`src/rtl/dac8728_reg_reader.sv`:
```
// DAC8728 register read-back driver: one rd request runs a single read bus cycle and captures the returned word.
// Optional DAC8728_READ_VERIFY_EN adds a double-sample check of the bus reported on rd_err.
module dac8728_reg_reader #(
  parameter int CS_CYCLES   = 3,
  parameter int TURN_CYCLES = 2
) (
  input  logic        clk,
  input  logic        rst,
  input  logic [4:0]  add_in,
  input  logic        rd,
  input  logic [15:0] dac_data_in,
  output logic        done,
  output logic [15:0] data_out,
  output logic        data_valid,
  output logic        rd_err,
  output logic        dac_re_wr,
  output logic        dac_cs_n,
  output logic [4:0]  dac_add,
  output logic        dac_data_oe
);

  localparam logic [3:0] CS_LOAD   = 4'(CS_CYCLES - 1);
  localparam logic [3:0] TURN_LOAD = 4'(TURN_CYCLES - 1);
  localparam logic [4:0] PARK_ADD  = 5'b00111;

  typedef enum logic [1:0] {IDLE, SETUP, ACCESS, TURN} state_t;

  state_t      state_reg, state_next;
  logic [3:0]  cnt_reg, cnt_next;
  logic        done_reg, done_next;
  logic [15:0] data_out_reg, data_out_next;
  logic        valid_reg, valid_next;
  logic        cs_n_reg, cs_n_next;
  logic [4:0]  add_reg, add_next;
  logic        oe_reg, oe_next;

`ifdef DAC8728_READ_VERIFY_EN
  logic [15:0] early_reg, early_next;
  logic        err_reg, err_next;
`endif

  always_ff @(posedge clk or posedge rst) begin
    if (rst) begin
      state_reg    <= IDLE;
      cnt_reg      <= 4'd0;
      done_reg     <= 1'b1;
      data_out_reg <= 16'h0000;
      valid_reg    <= 1'b0;
      cs_n_reg     <= 1'b1;
      add_reg      <= PARK_ADD;
      oe_reg       <= 1'b1;
    end else begin
      state_reg    <= state_next;
      cnt_reg      <= cnt_next;
      done_reg     <= done_next;
      data_out_reg <= data_out_next;
      valid_reg    <= valid_next;
      cs_n_reg     <= cs_n_next;
      add_reg      <= add_next;
      oe_reg       <= oe_next;
    end
  end

`ifdef DAC8728_READ_VERIFY_EN
  always_ff @(posedge clk or posedge rst) begin
    if (rst) begin
      early_reg <= 16'h0000;
      err_reg   <= 1'b0;
    end else begin
      early_reg <= early_next;
      err_reg   <= err_next;
    end
  end
`endif

  // Outputs are computed alongside the transition so each lands on the edge that changes state.
  always_comb begin
    state_next    = state_reg;
    cnt_next      = cnt_reg;
    done_next     = done_reg;
    data_out_next = data_out_reg;
    valid_next    = 1'b0;
    cs_n_next     = cs_n_reg;
    add_next      = add_reg;
    oe_next       = oe_reg;
`ifdef DAC8728_READ_VERIFY_EN
    early_next    = early_reg;
    err_next      = err_reg;
`endif
    case (state_reg)
      IDLE: begin
        if (rd) begin
          state_next = SETUP;
          add_next   = add_in;
          done_next  = 1'b0;
          oe_next    = 1'b0;
        end
      end
      SETUP: begin
        state_next = ACCESS;
        cnt_next   = CS_LOAD;
        cs_n_next  = 1'b0;
      end
      ACCESS: begin
        if (cnt_reg == 4'd0) begin
          state_next    = TURN;
          cnt_next      = TURN_LOAD;
          cs_n_next     = 1'b1;
          data_out_next = dac_data_in;
          valid_next    = 1'b1;
`ifdef DAC8728_READ_VERIFY_EN
          err_next      = (early_reg != dac_data_in);
`endif
        end else begin
          cnt_next = cnt_reg - 4'd1;
`ifdef DAC8728_READ_VERIFY_EN
          // One edge before capture.
          if (cnt_reg == 4'd1) early_next = dac_data_in;
`endif
        end
      end
      TURN: begin
        if (cnt_reg == 4'd0) begin
          state_next = IDLE;
          done_next  = 1'b1;
          oe_next    = 1'b1;
          add_next   = PARK_ADD;
        end else begin
          cnt_next = cnt_reg - 4'd1;
        end
      end
      default: state_next = IDLE;
    endcase
  end

  assign done        = done_reg;
  assign data_out    = data_out_reg;
  assign data_valid  = valid_reg;
  assign dac_re_wr   = 1'b1;
  assign dac_cs_n    = cs_n_reg;
  assign dac_add     = add_reg;
  assign dac_data_oe = oe_reg;
`ifdef DAC8728_READ_VERIFY_EN
  assign rd_err      = err_reg;
`else
  assign rd_err      = 1'b0;
`endif

endmodule

```
`config.mk`:
```
export PLATFORM = sky130hd
export DESIGN_NAME = dac8728_reg_reader
export DESIGN_NICKNAME = d
export VERILOG_FILES = /design/src/rtl/dac8728_reg_reader.sv
export SDC_FILE = /design/constraint.sdc
export NUM_CORES = 1
export LEC_CHECK = 0
export BUFFER_PORTS_ARGS = -buffer_cell sky130_fd_sc_hd__buf_2
export CAP_MARGIN = 5
export CORE_MARGIN = 5
export CORE_UTILIZATION = 30
export CTS_CLUSTER_SIZE = 14
export DETAILED_ROUTE_END_ITERATION = 10
export GPL_TIMING_DRIVEN = 0
export HOLD_SLACK_MARGIN = 0.15
export PLACE_DENSITY = 0.62
export SLEW_MARGIN = 20
export SYNTH_ARGS = -nofsm -noshare
export SYNTH_HDL_FRONTEND = slang
export SYNTH_SLANG_ARGS = --single-unit
```
`constraint.sdc`:
```
create_clock -name clk -period 3 [get_ports clk]
set_clock_uncertainty 0.15 [all_clocks]
set_input_delay 0.45 -clock clk [delete_from_list [all_inputs] [get_ports clk]]
set_output_delay 0.45 -clock clk [all_outputs]
set_load 0.01 [all_outputs]
```
Yosys cells after proc, flatten, opt, wreduce, memory -nomap -nowiden
Cells that the tools add are included.
{"block": "op_classes", "addsub": 1, "eq_ne": 7, "mux": 16, "n_reduce_logical": 10}
{"cell": "$pmux W4 S3", "n": 1}
{"cell": "$mux W5", "n": 2}
{"cell": "$pmux W5 S2", "n": 1}
{"cell": "$mux W4", "n": 2}
{"cell": "$ne A2 B2 Y1 const B", "n": 4}
{"cell": "$pmux W2 S4", "n": 1}
{"cell": "$mux W2", "n": 3}
{"cell": "$reduce_and A2 Y1", "n": 3}
{"cell": "$reduce_and A3 Y1", "n": 2}
{"cell": "$eq A2 B2 Y1 const B", "n": 2}
{"cell": "$logic_not A4 Y1", "n": 1}
{"cell": "$mux W1", "n": 4}
{"cell": "$pmux W1 S2", "n": 2}
{"cell": "$reduce_bool A2 Y1", "n": 2}
{"cell": "$sub A4 B1 Y4 const B", "n": 1}
{"cell": "$reduce_bool A3 Y1", "n": 1}
{"cell": "$eq A2 B1 Y1 const B", "n": 1}
{"cell": "$logic_not A2 Y1", "n": 1}
{"block": "word_totals", "regBits": 30, "in_bits": 24, "output_inout_bits": 27, "word_cells": 41}

Depth between registers and ports, before layout
Gate-level depths: netlist of run 1.
{"block": "depth", "depth_word": 3, "mapped_depth": 7, "mapped_depth_nobuf": 5}

Worst setup path after synthesis of run 1
OpenSTA, ideal clock, no wires.
{"block": "synth_path", "path_kind": "register to register", "start": "register cnt_reg[0]", "end": "register data_out_reg[0] (netlist: data_out[0])", "setup_ns": 0.125, "arrival_ns": 1.578, "t_required_ns": 2.725, "slack_ns": 1.147, "path_stages_with_launch": 8, "cell_sequence": "dfrtp_1 > inv_1 > ha_1 > nor3b_2 > and2_1 > buf_6 > buf_12 > mux2_4"}
{"block": "synth_between", "elab_chain_cells": 2}
{"element": "start: declaration", "line": "29", "source": "logic [3:0] cnt_reg, cnt_next;"}
{"element": "start signal: assignment", "line": "54", "source": "cnt_reg <= cnt_next;"}
{"element": "$logic_not A4 Y1", "line": "105", "source": "if (cnt_reg == 4'd0) begin"}
{"element": "$reduce_and A2 Y1 (no line)"}
{"element": "end signal: assignment", "line": "56", "source": "data_out_reg <= data_out_next;"}
{"element": "end: declaration", "line": "31", "source": "logic [15:0] data_out_reg, data_out_next;"}
Every way passes these cells.
A chain may end at the register's enable or synchronous reset.

Worst setup path in the final report of run 1
{"block": "layout_path", "start": "register cnt_reg[0]", "end": "register data_out_reg[15] (netlist: data_out[15])"}
Same word-level chain as after synthesis.

==> results of run 1 <==
==> critical path, delay by kind of cell, from the launching register on <==
kind,cells,cell delay (ns)
muxes,1,0.30
buffers and inverters,3,0.40
and+or+nand+nor,2,0.52
adders and majority gates,1,0.19
DFF,1,0.41
==> worst max path at each step <==
stage | start | end | slack, ns | depth (start not counted)
6_report | cnt_reg[0]$_DFFE_PP0P_ | data_out[15]$_DFFE_PP0P_ | 0.91 | 7
3_5_place_dp | cnt_reg[0]$_DFFE_PP0P_ | data_out[2]$_DFFE_PP0P_ | 0.92 | 7
2_1_floorplan | cnt_reg[0]$_DFFE_PP0P_ | data_out[0]$_DFFE_PP0P_ | 1.15 | 7
4_1_cts | cnt_reg[0]$_DFFE_PP0P_ | data_out[7]$_DFFE_PP0P_ | 0.89 | 7
3_3_place_gp | cnt_reg[0]$_DFFE_PP0P_ | data_out[7]$_DFFE_PP0P_ | 0.94 | 7
5_1_grt | cnt_reg[0]$_DFFE_PP0P_ | data_out[2]$_DFFE_PP0P_ | 0.78 | 7
==> cell type report <==
type	count	area [um2]	share of cell area, %
plain buffers	7	62.56	3.318
clock buffers	7	86.33	4.579
clock inverters	1	5.005	0.2654
inverters	11	41.29	2.190
multi-input cells	65	599.3	31.78
flip-flops and latches	30	757.0	40.15
well taps	67	83.83	4.446
repair buffers	49	250.2	13.27
==> per-stage QoR <==
step	power, W	instances
floorplan	0.001409	113
global placement	0.001673	228
detailed placement	0.001690	228
CTS	0.002036	237
global route	0.002175	237
finish	0.002002	237
==> cell usage after synthesis (all sizes together), types with 2 or more instances <==
master / count / area share [%]
ha: 7 / 6.0
a22o: 2 / 1.4
inv: 11 / 2.8
a21oi: 7 / 2.7
nor2: 2 / 0.51
buf: 6 / 4.0
dfstp: 5 / 9.0
conb: 2 / 0.51
o21ai: 6 / 2.1
a2bb2oi: 3 / 1.8
o22ai: 6 / 2.6
mux2: 17 / 15
dfrtp: 25 / 43
==> cell families (layout without fill, tap and decap cells) <==
family,count (synthesis),count (layout)
multiplexers,17,17
adder cells (fa/ha/maj),7,7
AND/OR/NAND/NOR,11,11
other,2,2
AO/OA/AOI/OAI,28,28
flip-flops,30,30
buffers and inverters,18,75
==> layer usage <==
metal	global-route usage, %	vias up	share of wire, %
met3	3.386	6	6.6
met2	15.28	35	48
met5	0	-	0
li1	-	507	-
met1	11.94	485	44
met4	5.068	0	1.8
==> where the power goes <==
part           internal, W  switching (W)
combinational     0.000493       0.000464
clock             0.000185       0.000145
sequential        0.000608       0.000106
==> what timing repair did <==
item / 4_1_cts / 5_1_grt
endpoints found under the hold margin: 25 / 0
gates resized for setup: 0 / 0
setup endpoints to repair: 0 / 0
hold buffers: 1 / 0
==> impl_metrics.csv, run 1 <==
group,metric,value,unit
run,maxCapViolCount,0,
hold_path,hp-class,"in -> reg",
setup_path,start_kind,"register",
synth,synth-edff-count,0,
die,core_region_area,0.004723,mm2
clock_tree,post-cts-setup-buffers,0,
sta,relSlewSlack,58.14,%
drt,wirelength,2907,um
synth,synth_compound_area_share,14.14,%
sta,finalMaxSlewViolations,0,
finish,nFillCells,450,
clock_tree,tritoncts,"done",
drt,drt-vias-per-instance,4.359,
synth,ys_seq_elements,30,
hold_path,hold-path-cell-count,2,
sta,max_freq,0.4791,GHz
global_routing,grt_usage,9.805,%
sta,tns,0,ns
pwr,ir_drop,0.2371,mV
setup_path,cp.required,3.01,ns
sta,grt_setup_unrepaired,"false",
drt,drtIter0Drc,16,
finish,area_growth,29.13,%
synth,synth.distinct_cells,32,
drt,drcViolationCount,0,
sta,hold_viol,0,
setup_path,cp_max_fo,10,
clock_tree,root_buffer,"clkbuf_8",
synth,synth_top_family_by_area,"multiplexers",
synth,synth_mux_area_share,15.42,%
setup_path,worst-r2r-setup-slack,0.91,ns
finish,fin_area,0.001886,mm2
setup_path,arrival,2.09,ns
setup_path,crit_slowest_cell,"dfrtp_1",
setup_path,r2r-end,"data_out[15]$_DFFE_PP0P_",
synth,syn_nets,144,
finish,antenna_cells,0,
place,dp_slack,0.9185,ns
sta,period_needed,2.087,ns
setup_path,crit_chain,"inv_1 -> ha_1 -> nor3b_2 -> and2_1 -> buf_6 -> buf_12 -> mux2_4",
pwr,p_leak,0.9223,nW
finish,layout_common_cells,"49 x buf_2, 25 x dfrtp_1, 10 x inv_1, 9 x mux2_4, 8 x mux2_2",
sta,period_share,69.57,%
place,place_congestion,0.7706,
clock_tree,cts_made_buffers,5,
setup_path,crit_type,"reg -> reg",
sta,fin_ws,0.9130,ns
drt,num_vias,1033,
die,fp.dieW,79.77,um
global_routing,grt_antenna_before_repair,0,
die,start_util,30.91,%
synth,synthSimpleGateAreaFrac,4.970,%
die,rows,25,
clock_tree,path_clk_slew,0.06,ns
global_routing,grt_pass1_wl,4802,um
synth,synth-xor-area-share,0,%
global_routing,grt-ovfl-total,0,
synth,synthAdderAreaFrac,5.998,%
sta,finalSetupViolations,0,
finish,drive_gt1_share,52.35,%
hold_path,hold_start,"dac_data_in[13]",
drt,final_antenna_net_count,0,
place,dpl-instance-area,0.001784,mm2
finish,final_common_cell,"buf_2",
drt,wl_per_cell,12.27,um
clock_tree,clockBufferDepth,2,
synth,syn-cell-area,0.001460,mm2
status,outcome,"completed",
finish,finalNetCount,200,
sta,tightest_slew,0.6270,ns
synth,yosys_warnings,0,
die,dieArea,0.006362,mm2
global_routing,grt_pass1_vias,1047,
clock_tree,clock_sinks,30,
global_routing,grt_max_degree,31,
synth,syn_avg_cell_area,12.92,um2
setup_path,cp_slowest_stage_delay,0.41,ns
synth,synth_ff_type,"dfrtp_1",
finish,fin_util,39.92,%
place,numPortBuffers,48,
setup_path,worst_setup_path_end_kind,"register",
synth,synth_cells,113,
setup_path,r2r-start,"cnt_reg[0]$_DFFE_PP0P_",
die,die_h,79.77,um
hold_path,min_to,"data_out[13]$_DFFE_PP0P_",
drt,drtPass1Iterations,4,
clock_tree,clock_latency,0.27,ns
clock_tree,h-tree-depth,2,
synth,synthArstFlopShare,100.0,%
die,ios,51,
setup_path,r2r_cells,7,
place,place.detailed.hpwl,2107,um
finish,largest_reg_flops,16,
sta,hold_ws,0.2520,ns
pwr,powerDensity,1062,mW/mm2
synth,ys_seq_area_share,51.84,%
No activity file was read; power rests on OpenSTA's default activity.
==> inputs of run 2 (changes only) <==
- PLACE_DENSITY: 0.62 -> 0.63
- clock period: 3 -> 1.9 ns (I/O delays scaled with it)
==> run 2 against run 1 <==
Setup slack got worse by 0.83 ns. Clock power rose by 57%. Count of clock-buffer cells in the layout did not move. Sequential cell count did not move. Die area did not move. Power rose by 69%. Final cell count rose by 9.7%. Largest cell class unchanged. Largest power group unchanged. Highest routed layer unchanged.
==> impl_metrics.csv, run 2 (synthesis results as in run 1) <==
group,metric,value,unit
drt,drtPass1Iterations,4,
drt,routed.top_layer,"met4",
finish,layout_common_cells,"48 x buf_2, 25 x dfrtp_1, 20 x dlygate4sd3_1, 9 x mux2_4",
clock_tree,root_buffer,"clkbuf_8",
pwr,power,0.003378,W
setup_path,r2r-start,"cnt_reg[0]$_DFFE_PP0P_",
run,maxCapViolCount,0,
finish,antenna_cells,0,
global_routing,grt_usage,11.33,%
die,core_region_area,0.004723,mm2
clock_tree,path_clk_slew,0.07,ns
drt,wl_per_cell,13.18,um
sta,hold_viol,0,
sta,grt_setup_unrepaired,"false",
sta,tightest_slew,0.6055,ns
sta,finalMaxSlewViolations,0,
die,ios,51,
global_routing,grt_pass1_wl,5575,um
setup_path,cp_max_fo,5,
finish,area_growth,48.24,%
drt,final_antenna_net_count,0,
finish,nFillCells,399,
clock_tree,cts_made_buffers,5,
pwr,p_leak,1.033,nW
die,rows,25,
clock_tree,tritoncts,"done",
finish,finalNetCount,223,
setup_path,arrival,1.83,ns
drt,drt-met1-wl,1416,um
setup_path,worst_setup_path_end_kind,"register",
setup_path,crit_start,"cnt_reg[0]$_DFFE_PP0P_",
drt,num_vias,1123,
drt,routed-wl-met3,352,um
place,place.detailed.hpwl,2170,um
drt,drcViolationCount,0,
status,outcome,"completed",
clock_tree,clock_sinks,30,
die,dieArea,0.006362,mm2
setup_path,start_kind,"register",
hold_path,hold_start,"add_in[4]",
die,start_util,30.91,%
setup_path,crit_type,"reg -> reg",
sta,hold_ws,0.1775,ns
die,fp.dieW,79.77,um
pwr,powerDensity,1561,mW/mm2
die,die_h,79.77,um
clock_tree,h-tree-depth,2,
finish,final_common_cell,"buf_2",
sta,period_needed,1.818,ns
clock_tree,clock_latency,0.28,ns
sta,relSlewSlack,59.58,%
drt,drtIter0Drc,23,
sta,finalSetupViolations,0,
sta,period_share,95.69,%
sta,max_freq,0.5500,GHz
place,place_congestion,0.6985,
finish,largest_reg_flops,16,
drt,drt-vias-per-instance,4.319,
drt,wirelength,3427,um
pwr,ir_drop,0.5107,mV
clock_tree,clockBufferDepth,2,
global_routing,grt-ovfl-total,0,
global_routing,grt_pass1_vias,1204,
place,numPortBuffers,48,
drt,met2WireLength,1604,um
finish,drive_gt1_share,51.30,%
global_routing,grt_antenna_before_repair,0,
hold_path,hp-class,"in -> reg",
global_routing,grt_max_degree,31,
setup_path,cp.required,1.91,ns
[run 2: changes by cell type in the layout (fill, tap and decap cells not counted), sizes merged]
cell / before / now
clkbuf: 8 / 9
buf: 54 / 57
dlygate4sd3: 1 / 20
[run 2: metal layers]
metal,track usage [%],up-vias
met5,0,-
met4,4.561,0
met3,4.289,5
met2,19.87,42
met1,12.23,521
li1,-,555
[run 2: worst max-delay path, stage by stage (launching register included)]
cell       delay (ns)
dfrtp_1          0.41
inv_2            0.10
ha_4             0.14
nor3b_4          0.20
and2_4           0.24
clkbuf_16        0.16
mux2_4           0.29
[run 2: repair_timing]
action,4_1_cts,5_1_grt
hold buffers,20,0
buffers inserted,3,1
endpoints found under the hold margin,44,0
resized for setup,3,7
cloned,0,1
pin swaps,0,2
endpoints found under the setup margin,16,22
[run 2: final timing paths]
kind / to / slack (ns) / depth (start not counted)
max: data_out[6]$_DFFE_PP0P_ / 0.08 / 6
min: dac_add[4]$_DFFE_PP0P_ / 0.18 / 3
max reg2reg: data_out[6]$_DFFE_PP0P_ / 0.08 / 6
min reg2reg: dac_cs_n$_DFFE_PP1P_ / 0.34 / 2
max in group asynchronous: data_out[6]$_DFFE_PP0P_ / 0.69 / 3
min in group asynchronous: dac_add[3]$_DFFE_PP0P_ / 0.51 / 3
[run 2: where the power goes]
group	total, W	internal (W)	switching (W)
registers	0.00114	0.000961	0.000181
clock network	0.000519	0.000291	0.000227
logic	0.00172	0.000915	0.000802
[run 2: cell type report]
| cell class | instances | area, um2 | share of cell area [%] |
|---|---|---|---|
| flip-flops and latches | 30 | 757.0 | 34.97 |
| repair buffers | 73 | 508.0 | 23.47 |
| well taps | 67 | 83.83 | 3.873 |
| inverters | 11 | 41.29 | 1.908 |
| clock buffers | 7 | 86.33 | 3.988 |
| clock inverters | 1 | 5.005 | 0.2312 |
| plain buffers | 6 | 57.56 | 2.659 |
| multi-input cells | 65 | 625.6 | 28.90 |
[run 2: per-stage QoR]
step                instances  utilization (%)  area [um2]  setup TNS, ns  worst slack [ns]
floorplan                 113                -        1460              0           0.04731
global placement          228            37.77        1784         -1.520           -0.1484
detailed placement        228            37.77        1784         -1.547           -0.1512
CTS                       259            44.93        2122              0          0.002334
global route              260            45.83        2165              0         0.0004454
finish                    260            45.83        2165              0           0.08187
==> inputs of run 3 (changes only) <==
- PLACE_DENSITY: 0.63 -> 0.62
==> run 3 against run 2 <==
Power fell by 0.52%. Non-clock buffer count did not move. Critical endpoint is now data_out[7]$_DFFE_PP0P_. Cell area fell by 0.17%. Final cell count did not move. Sequential cell count did not move. Hold slack got worse by 0.013 ns. Routed wire length fell by 7.5%. Highest routed layer unchanged. Via count did not move.
==> impl_metrics.csv, run 3 (synthesis results as in run 1) <==
group,metric,value,unit
clock_tree,cts_made_buffers,5,
finish,final_common_cell,"buf_2",
sta,finalMaxSlewViolations,0,
setup_path,r2r_cells,7,
finish,largest_reg_flops,16,
sta,finalSetupViolations,0,
finish,drive_gt1_share,51.81,%
setup_path,worst_setup_path_end_kind,"register",
clock_tree,root_buffer,"clkbuf_8",
setup_path,worst-r2r-setup-slack,0.09,ns
pwr,powerDensity,1555,mW/mm2
setup_path,crit_type,"reg -> reg",
sta,period_needed,1.815,ns
drt,wirelength,3171,um
place,numPortBuffers,48,
sta,relSlewSlack,58.00,%
pwr,p_leak,1.027,nW
place,place.detailed.hpwl,2107,um
drt,drt-vias-per-instance,4.319,
die,core_region_area,0.004723,mm2
sta,grt_setup_unrepaired,"true",
place,place_congestion,0.7706,
global_routing,grt-ovfl-total,0,
hold_path,hp-class,"in -> reg",
clock_tree,clockBufferDepth,2,
finish,layout_common_cells,"48 x buf_2, 25 x dfrtp_1, 20 x dlygate4sd3_1, 9 x mux2_4",
finish,finalNetCount,223,
status,outcome,"completed",
finish,fin_util,45.75,%
die,rows,25,
global_routing,grt_pass1_vias,1145,
finish,layout.cells.non_filler,260,
global_routing,grt_usage,10.78,%
drt,drtPass1Iterations,4,
setup_path,cp_max_fo,10,
global_routing,grt_pass1_wl,5285,um
drt,num_vias,1123,
drt,drtIter0Drc,30,
hold_path,hold-path-cell-count,3,
sta,period_share,95.51,%
die,dieArea,0.006362,mm2
pwr,ir_drop,0.3880,mV
setup_path,start_kind,"register",
run,maxCapViolCount,0,
sta,max_freq,0.5511,GHz
drt,drt-met1-wl,1419,um
sta,tightest_slew,0.6291,ns
clock_tree,clock_sinks,30,
drt,routed-wl-met3,184,um
drt,met2WireLength,1517,um
die,ios,51,
drt,routed.top_layer,"met4",
die,die_h,79.77,um
drt,wl_per_cell,12.20,um
clock_tree,tritoncts,"done",
setup_path,cp.required,1.91,ns
die,start_util,30.91,%
clock_tree,h-tree-depth,2,
clock_tree,clock_latency,0.28,ns
drt,drcViolationCount,0,
clock_tree,path_clk_slew,0.07,ns
global_routing,grt_antenna_before_repair,0,
finish,antenna_cells,0,
drt,final_antenna_net_count,0,
place,dp_cells,228,
sta,hold_viol,0,
die,fp.dieW,79.77,um
global_routing,grt_max_degree,31,
setup_path,arrival,1.82,ns
finish,area_growth,47.99,%
-- run 3: worst max-delay path, stage by stage, from the launching register on --
cell and delay (ns):
dfrtp_1 0.39, inv_2 0.09, ha_4 0.14, nor3b_4 0.21, and2_4 0.17, buf_6 0.11, buf_12 0.14, mux2_4 0.30
-- run 3: area by class of cell --
class | count | area [um2]
fill | 431 | 2562
buffer | 7 | 65.06
clock inverter | 1 | 5.005
tap | 67 | 83.83
multi-input combinational | 65 | 639.4
timing repair buffer | 72 | 483.0
sequential | 30 | 757.0
clock buffer | 7 | 86.33
inverter | 11 | 41.29
-- run 3: final timing paths --
path                                             start                       end
worst min-delay path                         add_in[4]    dac_add[4]$_DFFE_PP0P_
worst max register to register  cnt_reg[0]$_DFFE_PP0P_   data_out[7]$_DFFE_PP0P_
max in group asynchronous                          rst   data_out[7]$_DFFE_PP0P_
worst max-delay path            cnt_reg[0]$_DFFE_PP0P_   data_out[7]$_DFFE_PP0P_
min in group asynchronous                          rst  data_out[12]$_DFFE_PP0P_
worst min register to register    dac_cs_n$_DFFE_PP1P_      dac_cs_n$_DFFE_PP1P_
-- run 3: what timing repair did --
item	CTS	global route
buffers inserted	4	0
resized for setup	2	10
endpoints found under the setup margin	17	21
hold buffers	20	0
endpoints found under the hold margin	44	0
-- run 3: metrics by stage --
stage	TNS [ns]	total power [W]	hold WS, ns	setup slack (ns)	instance area [um2]
after floorplan	0	0.002225	0.2221	0.04731	1460
after global placement	-1.711	0.002642	0.3242	-0.1622	1784
after detailed placement	-2.050	0.002669	0.2648	-0.1815	1784
after CTS	0	0.003324	0.1671	0.01037	2127
after global routing	-0.006437	0.003639	0.2209	-0.006242	2161
final	0	0.003361	0.1645	0.08529	2161
-- run 3: where the power goes --
group / internal [W] / switching (W) / total, W
sequential: 0.000961 / 0.000171 / 0.00113
clock: 0.000292 / 0.000235 / 0.000526
combinational: 0.000904 / 0.000798 / 0.00170
-- run 3: per-layer routing --
metal,up-vias,GRT usage [%]
met5,-,0
met4,0,5.068
met3,6,3.160
met2,37,17.36
met1,526,13.21
li1,554,-
